File: src/rtl/prod_accum.sv
// Product accumulator: sums N_TERMS unsigned products per group behind a valid/ready handshake.
// Define PROD_ACCUM_SAT_EN to clamp the sum on overflow instead of wrapping.
module prod_accum #(
   parameter int BITS    = 4,
   parameter int N_TERMS = 4,
   parameter int ACC_W   = 10
) (
   input  logic                clk,
   input  logic                rst,
   input  logic                clr,
   input  logic                in_valid,
   output logic                in_ready,
   input  logic [2*BITS-1:0]   product_i,
   output logic                out_valid,
   input  logic                out_ready,
   output logic [ACC_W-1:0]    sum_o,
   output logic [7:0]          cnt_o,
   output logic                ovf_o
);

   typedef enum logic [1:0] {
      IDLE = 2'd0,
      ACC  = 2'd1,
      DONE = 2'd2
   } state_t;

   localparam logic [7:0] LP_TERMS = 8'(N_TERMS);

   state_t            r_state;
   state_t            w_nextState;
   logic [ACC_W-1:0]  r_sum;
   logic [7:0]        r_cnt;
   logic              r_ovf;

   logic              w_accept;
   logic              w_lastTerm;
   logic              w_release;
   logic [ACC_W-1:0]  w_base;
   logic [ACC_W:0]    w_prodExt;
   logic [ACC_W:0]    w_total;
   logic              w_addOvf;
   logic [ACC_W-1:0]  w_sumNext;
   logic [7:0]        w_cntNext;

   assign w_accept  = in_valid & in_ready;
   assign w_release = (r_state == DONE) & out_ready;

   // A group starts from zero in IDLE; the extra top bit of the adder catches overflow.
   assign w_base     = (r_state == IDLE) ? '0 : r_sum;
   assign w_prodExt  = {{(ACC_W + 1 - 2*BITS){1'b0}}, product_i};
   assign w_total    = {1'b0, w_base} + w_prodExt;
   assign w_addOvf   = w_total[ACC_W];
   assign w_cntNext  = (r_state == IDLE) ? 8'd1 : r_cnt + 8'd1;
   assign w_lastTerm = (w_cntNext == LP_TERMS);

`ifdef PROD_ACCUM_SAT_EN
   assign w_sumNext = (w_addOvf | r_ovf) ? {ACC_W{1'b1}} : w_total[ACC_W-1:0];
`else
   assign w_sumNext = w_total[ACC_W-1:0];
`endif

   always_ff @(posedge clk or posedge rst) begin
      if (rst) begin
         r_state <= IDLE;
      end else begin
         r_state <= w_nextState;
      end
   end

   // clr wins over both a product acceptance and the result handshake.
   always_comb begin
      w_nextState = r_state;
      if (clr) begin
         w_nextState = IDLE;
      end else begin
         case (r_state)
            IDLE: begin
               if (w_accept) begin
                  w_nextState = w_lastTerm ? DONE : ACC;
               end
            end
            ACC: begin
               if (w_accept && w_lastTerm) begin
                  w_nextState = DONE;
               end
            end
            DONE: begin
               if (out_ready) begin
                  w_nextState = IDLE;
               end
            end
            default: w_nextState = IDLE;
         endcase
      end
   end

   always_comb begin
      in_ready  = 1'b1;
      out_valid = 1'b0;
      case (r_state)
         DONE: begin
            in_ready  = 1'b0;
            out_valid = 1'b1;
         end
         default: begin
            in_ready  = 1'b1;
            out_valid = 1'b0;
         end
      endcase
   end

   always_ff @(posedge clk or posedge rst) begin
      if (rst) begin
         r_sum <= '0;
         r_cnt <= '0;
         r_ovf <= 1'b0;
      end else if (clr || w_release) begin
         r_sum <= '0;
         r_cnt <= '0;
         r_ovf <= 1'b0;
      end else if (w_accept) begin
         r_sum <= w_sumNext;
         r_cnt <= w_cntNext;
         r_ovf <= r_ovf | w_addOvf;
      end
   end

   assign sum_o = r_sum;
   assign cnt_o = r_cnt;
   assign ovf_o = r_ovf;

endmodule

File: config.mk
export PLATFORM = sky130hd
export DESIGN_NAME = prod_accum
export DESIGN_NICKNAME = d
export VERILOG_FILES = /design/src/rtl/prod_accum.sv
export SDC_FILE = /design/constraint.sdc
export NUM_CORES = 1
export LEC_CHECK = 0
export BUFFER_PORTS_ARGS = -buffer_cell sky130_fd_sc_hd__buf_2
export CORE_MARGIN = 2
export CORE_UTILIZATION = 33
export CTS_BUF_LIST = sky130_fd_sc_hd__clkbuf_2
export CTS_CLUSTER_DIAMETER = 80
export CTS_CLUSTER_SIZE = 28
export DETAILED_ROUTE_END_ITERATION = 16
export PLACE_DENSITY = 0.53
export SLEW_MARGIN = 20
export SYNTH_ARGS = -nofsm -noshare
export SYNTH_HDL_FRONTEND = slang
export SYNTH_SLANG_ARGS = --single-unit
File: constraint.sdc
create_clock -name clk -period 2.65 [get_ports clk]
set_input_delay 0.1325 -clock clk [delete_from_list [all_inputs] [get_ports clk]]
set_output_delay 0.1325 -clock clk [all_outputs]
set_load 0.05 [all_outputs]
==> impl_metrics.toml, run 1 <==
[timing]
final_max_slew_viol_count = 0
holdWs_ns = 0.0818
tightest_slew_ns = 0.866
rsz0062_at_grt = "false"
finalClockSkew_ns = 0.00933
tns_ns = 0
slew_headroom_pct = 42.2
setup_viol = 0
fin_crit_ns = 2.46
max_freq_mhz = 406
timing.final.crit_share_pct = 93.0
hold_violations = 0

[floorplan]
core_um2 = 4090
pin_count = 34
start_util_pct = 34.8
fp-row-count = 23
dieArea_um2 = 4850
die_y_um = 69.7
fp.dieW_um = 69.7

[synthesis]
synth_most_common_cell = "dfrtp_1"
synth_top_area_cell = "dfrtp_1"
synth_area_um2 = 1420
ys_types = 44
synth_ff_type = "dfrtp_1"
synth_cells = 149
seq_area_frac_synth_pct = 36.9
synth-edff-count = 0
ys_ff_latch = 21
syn_nets = 172
synthTopCellsByCount = "21 x dfrtp_1, 11 x o21ai_0, 10 x a22o_1, 10 x nand2_1"
ys_async_sr_fraction_pct = 100
synth.avg_cell_area_um2 = 9.55
synth.top_cell.area_share_pct = 36.9
yosysWarnings = 0
synth_area_leaders = "dfrtp_1 37%, ha_1 7.9%, a22o_1 6.2%"

[clock_network]
htreeDepth = 1
clockRootBuffer = "clkbuf_2"
clk_pin_slew_ns = 0.22
cts_tree = "yes"
cts_buffers = 3
clkSinkCount = 21
clkLatencyLatePin_ns = 0.33
clk_path_buf_depth = 2

[finish]
drive_gt1_share_pct = 29.3
area_growth_pct = 21.5
seq_area_um2 = 526
fillers = 411
finish.net_count = 215
antenna_cells = 0
multi_input_area_um2 = 867

[run_status]
outcome = "finished clean"

[place]
dpl.hpwl_um = 2580
gp_congestion = 0.808
port_buffers = 33

[route]
drt_wl_total_um = 3500
drt-wirelength-per-cell_um = 14.5
vias = 1283
viasPerCell = 5.32
drc = 0
postRouteAntennaNets = 0
dr.pass1.iters = 4
first_iter_violations = 52

[min_path]
hp-class = "primary input to flip-flop"
min_from = "in_valid"

[global_routing]
grt_max_degree = 22
grt_first_pass_wirelength_um = 6130
grt-ovfl-total = 0
grt_usage_pct = 15.4
grt_antenna_before_repair = 0
grt_pass1_vias = 1313

[worst_setup_path]
cp_max_fo = 6
crit_start = "r_state[0]"
crit_arrival_ns = 2.73
critPathKind = "flip-flop to flip-flop"
worstPathRequired_ns = 2.92
worstSetupEndpointType = "flip-flop"
r2r-start = "r_state[0]"
startpoint_type = "flip-flop"

[power_and_ir_drop]
p_leak_nw = 0.882
irDropWorstVdd_uv = 218
power_density_nw_per_um2 = 378

[run]
max_cap_viol_count = 0
registers in the layout, indices dropped and copies added (netlist names):
name and flops:
cnt_o 8, ovf_o 1, r_state 2, sum_o 10
stage by stage:
stage | setup WS [ns] | instance area, µm² | util, % | std cells | power (mW)
floorplan | 0.0246 | 1420 | - | 149 | 0.468
global placement | 0.107 | 1660 | 40.7 | 233 | 0.515
detailed placement | 0.0630 | 1660 | 40.7 | 233 | 0.515
CTS | 0.0116 | 1700 | 41.6 | 239 | 0.668
global route | 0.0262 | 1730 | 42.3 | 241 | 0.704
finish | 0.185 | 1730 | 42.3 | 241 | 0.654
per-layer routing:
layer  vias up  share of wire, %  global-route usage (%)
met2        29                51                    29.0
met1       623                46                    18.1
met4         0              0.60                    2.78
li1        629                 -                       -
met3         2               3.1                    3.20
met5         -                 0                       0
cells by family after synthesis:
group           synth area share, %
buf+inv                        2.81
compound gates                 24.2
xor+xnor                       5.54
simple gates                   20.5
flops                          36.9
mux                           0.704
fa+ha+maj                      9.32
final timing paths:
path,to,slack (ns),cells after the start
max in group asynchronous,sum_o[7],1.64,3
worst min-delay path,r_state[0],0.08,3
worst max register to register,sum_o[8],0.19,10
min in group asynchronous,cnt_o[7],0.48,3
worst max-delay path,sum_o[8],0.19,10
worst min register to register,ovf_o,0.52,1
cells in the final DEF (no fill, tap or decap), types with 3 or more instances in the layout:
master	instances
ha_1	9
and2_1	9
dlygate4sd3_1	3
a21oi_1	9
clkbuf_2	3
xor2_1	4
buf_4	5
nand3_1	4
inv_1	4
nand2_1	10
nand4_1	3
o21ai_0	10
a22o_1	10
nor3_1	3
nor2_1	7
xnor2_1	5
a21o_1	3
dfrtp_1	21
buf_2	33
or2_2	3
power breakdown:
part	switching, mW	leakage, nW	internal [mW]	total, mW
sequential	0.0102	0.285	0.333	0.343
clock	0.106	0.0164	0.0342	0.140
combinational	0.108	0.581	0.0626	0.171
timing repair:
| action | in CTS | in global routing |
|---|---|---|
| hold buffers | 2 | 1 |
| setup buffers | 0 | 1 |
| resized for setup | 0 | 4 |
| endpoints found under the hold margin | 23 | 1 |
| setup endpoints to repair | 0 | 3 |
final cells by class:
class / instances / area share (%)
clock buffers: 3 / 0.868
clock inverters: 1 / 0.289
inverters: 5 / 1.23
multi-input cells: 120 / 50.1
flip-flops and latches: 21 / 30.4
well taps: 50 / 3.62
repair buffers: 41 / 13.5
worst max-delay path, cell delays in order (launching register included):
cell and delay [ns]:
dfrtp_1 0.43, or2_4 0.27, and2_1 0.16, ha_1 0.22, fa_2 0.40, a211oi_2 0.26
o21ai_1 0.10, a31oi_1 0.23, buf_4 0.16, a21oi_2 0.05, o22ai_2 0.12
Note: power is estimated with default switching activity, not from simulation.
==> run 2: changes to the inputs <==
Settings changed: CORE_ASPECT_RATIO set to 1.25.
==> run 2 against run 1 <==
Compared with the run above: register-to-register slack lost 0.02 ns; worst hold slack lost 0.030 ns; worst setup slack lost 0.017 ns; highest routed layer unchanged; critical endpoint unchanged; combinational power is essentially flat; critical path depth is the same; power shrank 0.19%; clock power is essentially flat; sequential power is essentially flat; die area is essentially flat; non-clock buffer count shrank 2; sequential cell count is the same; fmax shrank 0.70%.
==> impl_metrics.toml, run 2 (same netlist as run 1, synthesis figures left out) <==
[run_status]
outcome = "finished clean"

[power_and_ir_drop]
p_int_mw = 0.433
p_leak_nw = 0.874
switching_power_mw = 0.220
p_seq_share_pct = 52.5
pwr-share-clk_pct = 21.6
power_density_nw_per_um2 = 380
irDropWorstVdd_uv = 145
swShare_pct = 33.6
combPwrFrac_pct = 25.9
finalPower_mw = 0.653

[clock_network]
clkSinkCount = 21
clockRootBuffer = "clkbuf_2"
clkLatencyLatePin_ns = 0.32
cts_tree = "yes"
cts_buffers = 3
cts_setup_buffers = 0
clk_pin_slew_ns = 0.20
clk_path_buf_depth = 2
htreeDepth = 1

[finish]
final_common_cell = "buf_2"
finish.net_count = 213
final_area_um2 = 1720
drive_gt1_share_pct = 29.1
area_growth_pct = 20.7
largest_register_ffs = 10
antenna_cells = 0
mostFrequentLayoutCells = "33 x buf_2, 21 x dfrtp_1, 11 x o21ai_0"

[timing]
tns_ns = 0
finalClockSkew_ns = 0.00279
fin_crit_ns = 2.48
max_freq_mhz = 403
holdWs_ns = 0.0518
hold_violations = 0
final_max_slew_viol_count = 0
rsz0062_at_grt = "false"
tightest_slew_ns = 0.846
slew_headroom_pct = 43.5
timing.final.crit_share_pct = 93.7
setup_viol = 0

[place]
dpl_cell_area_um2 = 1670
dpl.hpwl_um = 2670
gp_congestion = 0.795
port_buffers = 33

[worst_setup_path]
startpoint_type = "flip-flop"
worstPathRequired_ns = 2.92
crit_arrival_ns = 2.75
critPathKind = "flip-flop to flip-flop"
regToRegSetupSlack_ns = 0.17
r2r_cells = 10
r2r-start = "r_state[0]"
cp_max_fo = 5
worstSetupEndpointType = "flip-flop"
r2r-end = "sum_o[8]"

[run]
max_cap_viol_count = 0

[route]
dr.pass1.iters = 4
first_iter_violations = 78
drt_wl_total_um = 3540
drc = 0
viasPerCell = 5.19
vias = 1271
drt-wirelength-per-cell_um = 14.4
postRouteAntennaNets = 0

[global_routing]
grt-ovfl-total = 0
grt_usage_pct = 15.5
grt_pass1_vias = 1311
grt_antenna_before_repair = 0
grt_max_degree = 22
grt_first_pass_wirelength_um = 6070

[min_path]
hold_end = "ovf_o"
hp-class = "primary input to flip-flop"
min_from = "out_ready"
hold_depth = 3

[floorplan]
core_um2 = 4130
fp.dieW_um = 62.7
fp-row-count = 26
start_util_pct = 34.4
die_y_um = 77.4
dieArea_um2 = 4860
pin_count = 34
-- run 2: worst max-delay path by stage --
stage                     from        to  slack (ns)
global route        r_state[0]  sum_o[8]        0.02
floorplan           r_state[0]     ovf_o        0.02
detailed placement  r_state[0]  sum_o[8]        0.07
CTS                 r_state[0]  sum_o[8]        0.02
global placement    r_state[0]  sum_o[8]        0.12
finish              r_state[0]  sum_o[8]        0.17
-- run 2: power by group through the flow --
stage               combinational [mW]  sequential [mW]  clock [mW]
floorplan                       0.0798            0.388           0
global placement                 0.166            0.349           0
global route                     0.185            0.346       0.160
CTS                              0.170            0.343       0.147
detailed placement               0.167            0.349           0
finish                           0.169            0.343       0.141
-- run 2: repair_timing --
action                                  4_1_cts  5_1_grt
hold endpoints to repair                     22        0
hold buffers                                  2        0
endpoints found under the setup margin        0        3
gates resized for setup                       0        2
-- run 2: critical path, stage by stage (launching register included) --
cell and delay [ns]:
dfrtp_1 0.42, or2_2 0.33, and2_1 0.17, ha_1 0.20, fa_2 0.38, a211oi_2 0.22, o21ai_0 0.12, a31oi_1 0.24
buf_4 0.16, a21oi_2 0.05, o22ai_2 0.13
-- run 2: final cells by class --
cell class	instances	area [µm²]
tap	56	70.1
sequential	21	526
inverter	5	21.3
clock buffer	4	20.0
timing repair buffer	39	215
fill	449	2410
multi-input combinational	120	865
-- run 2: layer usage --
metal	vias to the layer above	track usage, %	wire (µm)
met2	31	29.2	1850
li1	621	-	-
met3	2	2.17	130
met5	-	0	0
met4	0	3.33	23
met1	617	18.3	1540
-- run 2: metrics by stage --
step | setup slack (ns) | cells | util, %
2_1_floorplan | 0.0246 | 149 | -
6_report | 0.168 | 245 | 41.6
4_1_cts | 0.0210 | 245 | 41.4
5_1_grt | 0.0248 | 245 | 41.6
3_3_place_gp | 0.118 | 239 | 40.4
3_5_place_dp | 0.0677 | 239 | 40.4
==> run 3: changes to the inputs <==
Settings changed: ABC_AREA set to 1, CORE_UTILIZATION 33 to 51, PLACE_DENSITY 0.53 to 0.76.
==> run 3 against run 2 <==
Compared with the run above: clock power is essentially flat; worst hold slack gained 0.011 ns; critical endpoint is now sum_o[6]; cell count is 16% higher.
==> impl_metrics.toml, run 3 <==
[run_status]
outcome = "finished clean"

[timing]
timing.final.crit_share_pct = 83.4
rsz0062_at_grt = "false"
fin_crit_ns = 2.21
hold_violations = 0
holdWs_ns = 0.0629
tns_ns = 0
max_freq_mhz = 452
tightest_slew_ns = 0.789
final_max_slew_viol_count = 0
slew_headroom_pct = 47.3
finalClockSkew_ns = 0.00626
fin_ws_ns = 0.439
setup_viol = 0

[worst_setup_path]
crit_arrival_ns = 2.50
r2r_cells = 13
critPathKind = "flip-flop to flip-flop"
cp_max_fo = 5
startpoint_type = "flip-flop"
worstPathRequired_ns = 2.94
worstSetupEndpointType = "flip-flop"

[finish]
final_area_um2 = 1760
drive_gt1_share_pct = 24.2
final_common_cell = "nand2_1"
finish.net_count = 272
multi_input_area_um2 = 855
mostFrequentLayoutCells = "46 x nand2_1, 33 x buf_2, 29 x inv_1"
antenna_cells = 0
area_growth_pct = 14.1
largest_register_ffs = 10
seq_area_um2 = 526
fillers = 309

[synthesis]
synth-edff-count = 0
yosysWarnings = 0
synth.avg_cell_area_um2 = 7.27
synth_ff_type = "dfrtp_1"
synthTopCellsByCount = "46 x nand2_1, 29 x inv_1, 26 x nor2_1"
synth_cells = 212
synth_top_area_cell = "dfrtp_1"
syn_nets = 235
seq_area_frac_synth_pct = 34.1
synth.top_cell.area_share_pct = 34.1
synth_area_um2 = 1540
synth_area_leaders = "dfrtp_1 34%, nand2_1 11%, ha_1 7.3%"
ys_types = 29
ys_ff_latch = 21
synth_most_common_cell = "nand2_1"
ys_async_sr_fraction_pct = 100

[floorplan]
pin_count = 34
start_util_pct = 52.8
fp-row-count = 22
fp.dieW_um = 53.2
core_um2 = 2920
die_y_um = 65.5
dieArea_um2 = 3480

[clock_network]
cts_tree = "yes"
clockRootBuffer = "clkbuf_2"
clkLatencyLatePin_ns = 0.33
cts_buffers = 3
clk_pin_slew_ns = 0.21
htreeDepth = 1
clkSinkCount = 21
clk_path_buf_depth = 2

[route]
postRouteAntennaNets = 0
wl_met1_um = 1500
drt_wl_total_um = 3440
top_layer_used = "met4"
first_iter_violations = 43
viasPerCell = 5.34
dr.pass1.iters = 5
vias = 1516
route.met2.wl_um = 1740
wl_met3_um = 121
drt-wirelength-per-cell_um = 12.1
drc = 0

[min_path]
hold_depth = 4
hp-class = "primary input to flip-flop"

[power_and_ir_drop]
power_density_nw_per_um2 = 412
finalPower_mw = 0.724
irDropWorstVdd_uv = 267
p_leak_nw = 0.943

[global_routing]
grt_antenna_before_repair = 0
grt-ovfl-total = 0
grt_max_degree = 22
grt_first_pass_wirelength_um = 5900
grt_pass1_vias = 1445
grt_usage_pct = 22.9

[place]
port_buffers = 33
place_ws_ns = 0.465
gp_congestion = 0.819
dpl_cell_area_um2 = 1730
dpl.hpwl_um = 2630

[run]
max_cap_viol_count = 0
==> run 3: path summary, 6_finish.rpt <==
kind                         endpoint  slack (ns)        from
max                          sum_o[6]        0.44  r_state[1]
min                        r_state[1]        0.06   out_ready
max reg2reg                  sum_o[6]        0.44  r_state[1]
min reg2reg                     ovf_o        0.53       ovf_o
max in group asynchronous    cnt_o[3]        1.70         rst
min in group asynchronous    sum_o[4]        0.47         rst
==> run 3: power breakdown <==
group | internal [mW] | switching (mW)
Sequential | 0.337 | 0.00948
Clock | 0.0399 | 0.104
Combinational | 0.0664 | 0.168
==> run 3: cell families (layout without fill, tap and decap cells) <==
kind of cell	after synthesis	count (layout)	share of synthesized area (%)
AOI/OAI and AO/OA	38	38	14.6
xor gates and xnor gates	1	1	0.568
adders and majority gates	10	10	8.60
buffers and inverters	38	74	10.5
DFF	21	21	34.1
and+or+nand+nor	104	104	31.7
==> run 3: layout make-up <==
class | instances | share of cell area [%]
Sequential cell | 21 | 29.9
Inverter | 35 | 7.47
Multi-Input combinational cell | 153 | 48.6
Clock buffer | 4 | 1.14
Tap cell | 36 | 2.56
Timing Repair Buffer | 35 | 10.4
==> run 3: metal layers <==
metal  vias to the layer above  GRT usage, %
li1                        771             -
met1                       700          27.7
met2                        39          39.5
met3                         6          2.50
met4                         0          10.9
met5                         -             0
==> run 3: metrics by stage <==
| stage | instances | utilization (%) |
|---|---|---|
| 2_1_floorplan | 212 | - |
| 3_3_place_gp | 279 | 59.3 |
| 3_5_place_dp | 279 | 59.3 |
| 4_1_cts | 284 | 60.3 |
| 5_1_grt | 284 | 60.3 |
| 6_report | 284 | 60.3 |
==> run 3: timing repair <==
action	CTS	global route
endpoints found under the hold margin	21	0
setup endpoints to repair	0	0
setup buffers	0	0
gates resized for setup	0	0
hold buffers	1	0
==> run 3: critical path: stages (launching register included) <==
cell,delay (ns)
dfrtp_1,0.48
nor2_1,0.28
nor2_1,0.08
ha_1,0.25
fa_1,0.41
nand3_1,0.09
nand2_1,0.10
nand2_1,0.09
nand2_1,0.05
nand2_1,0.05
nand2_1,0.06
a21oi_1,0.12
o21ai_1,0.07
nand2_1,0.05
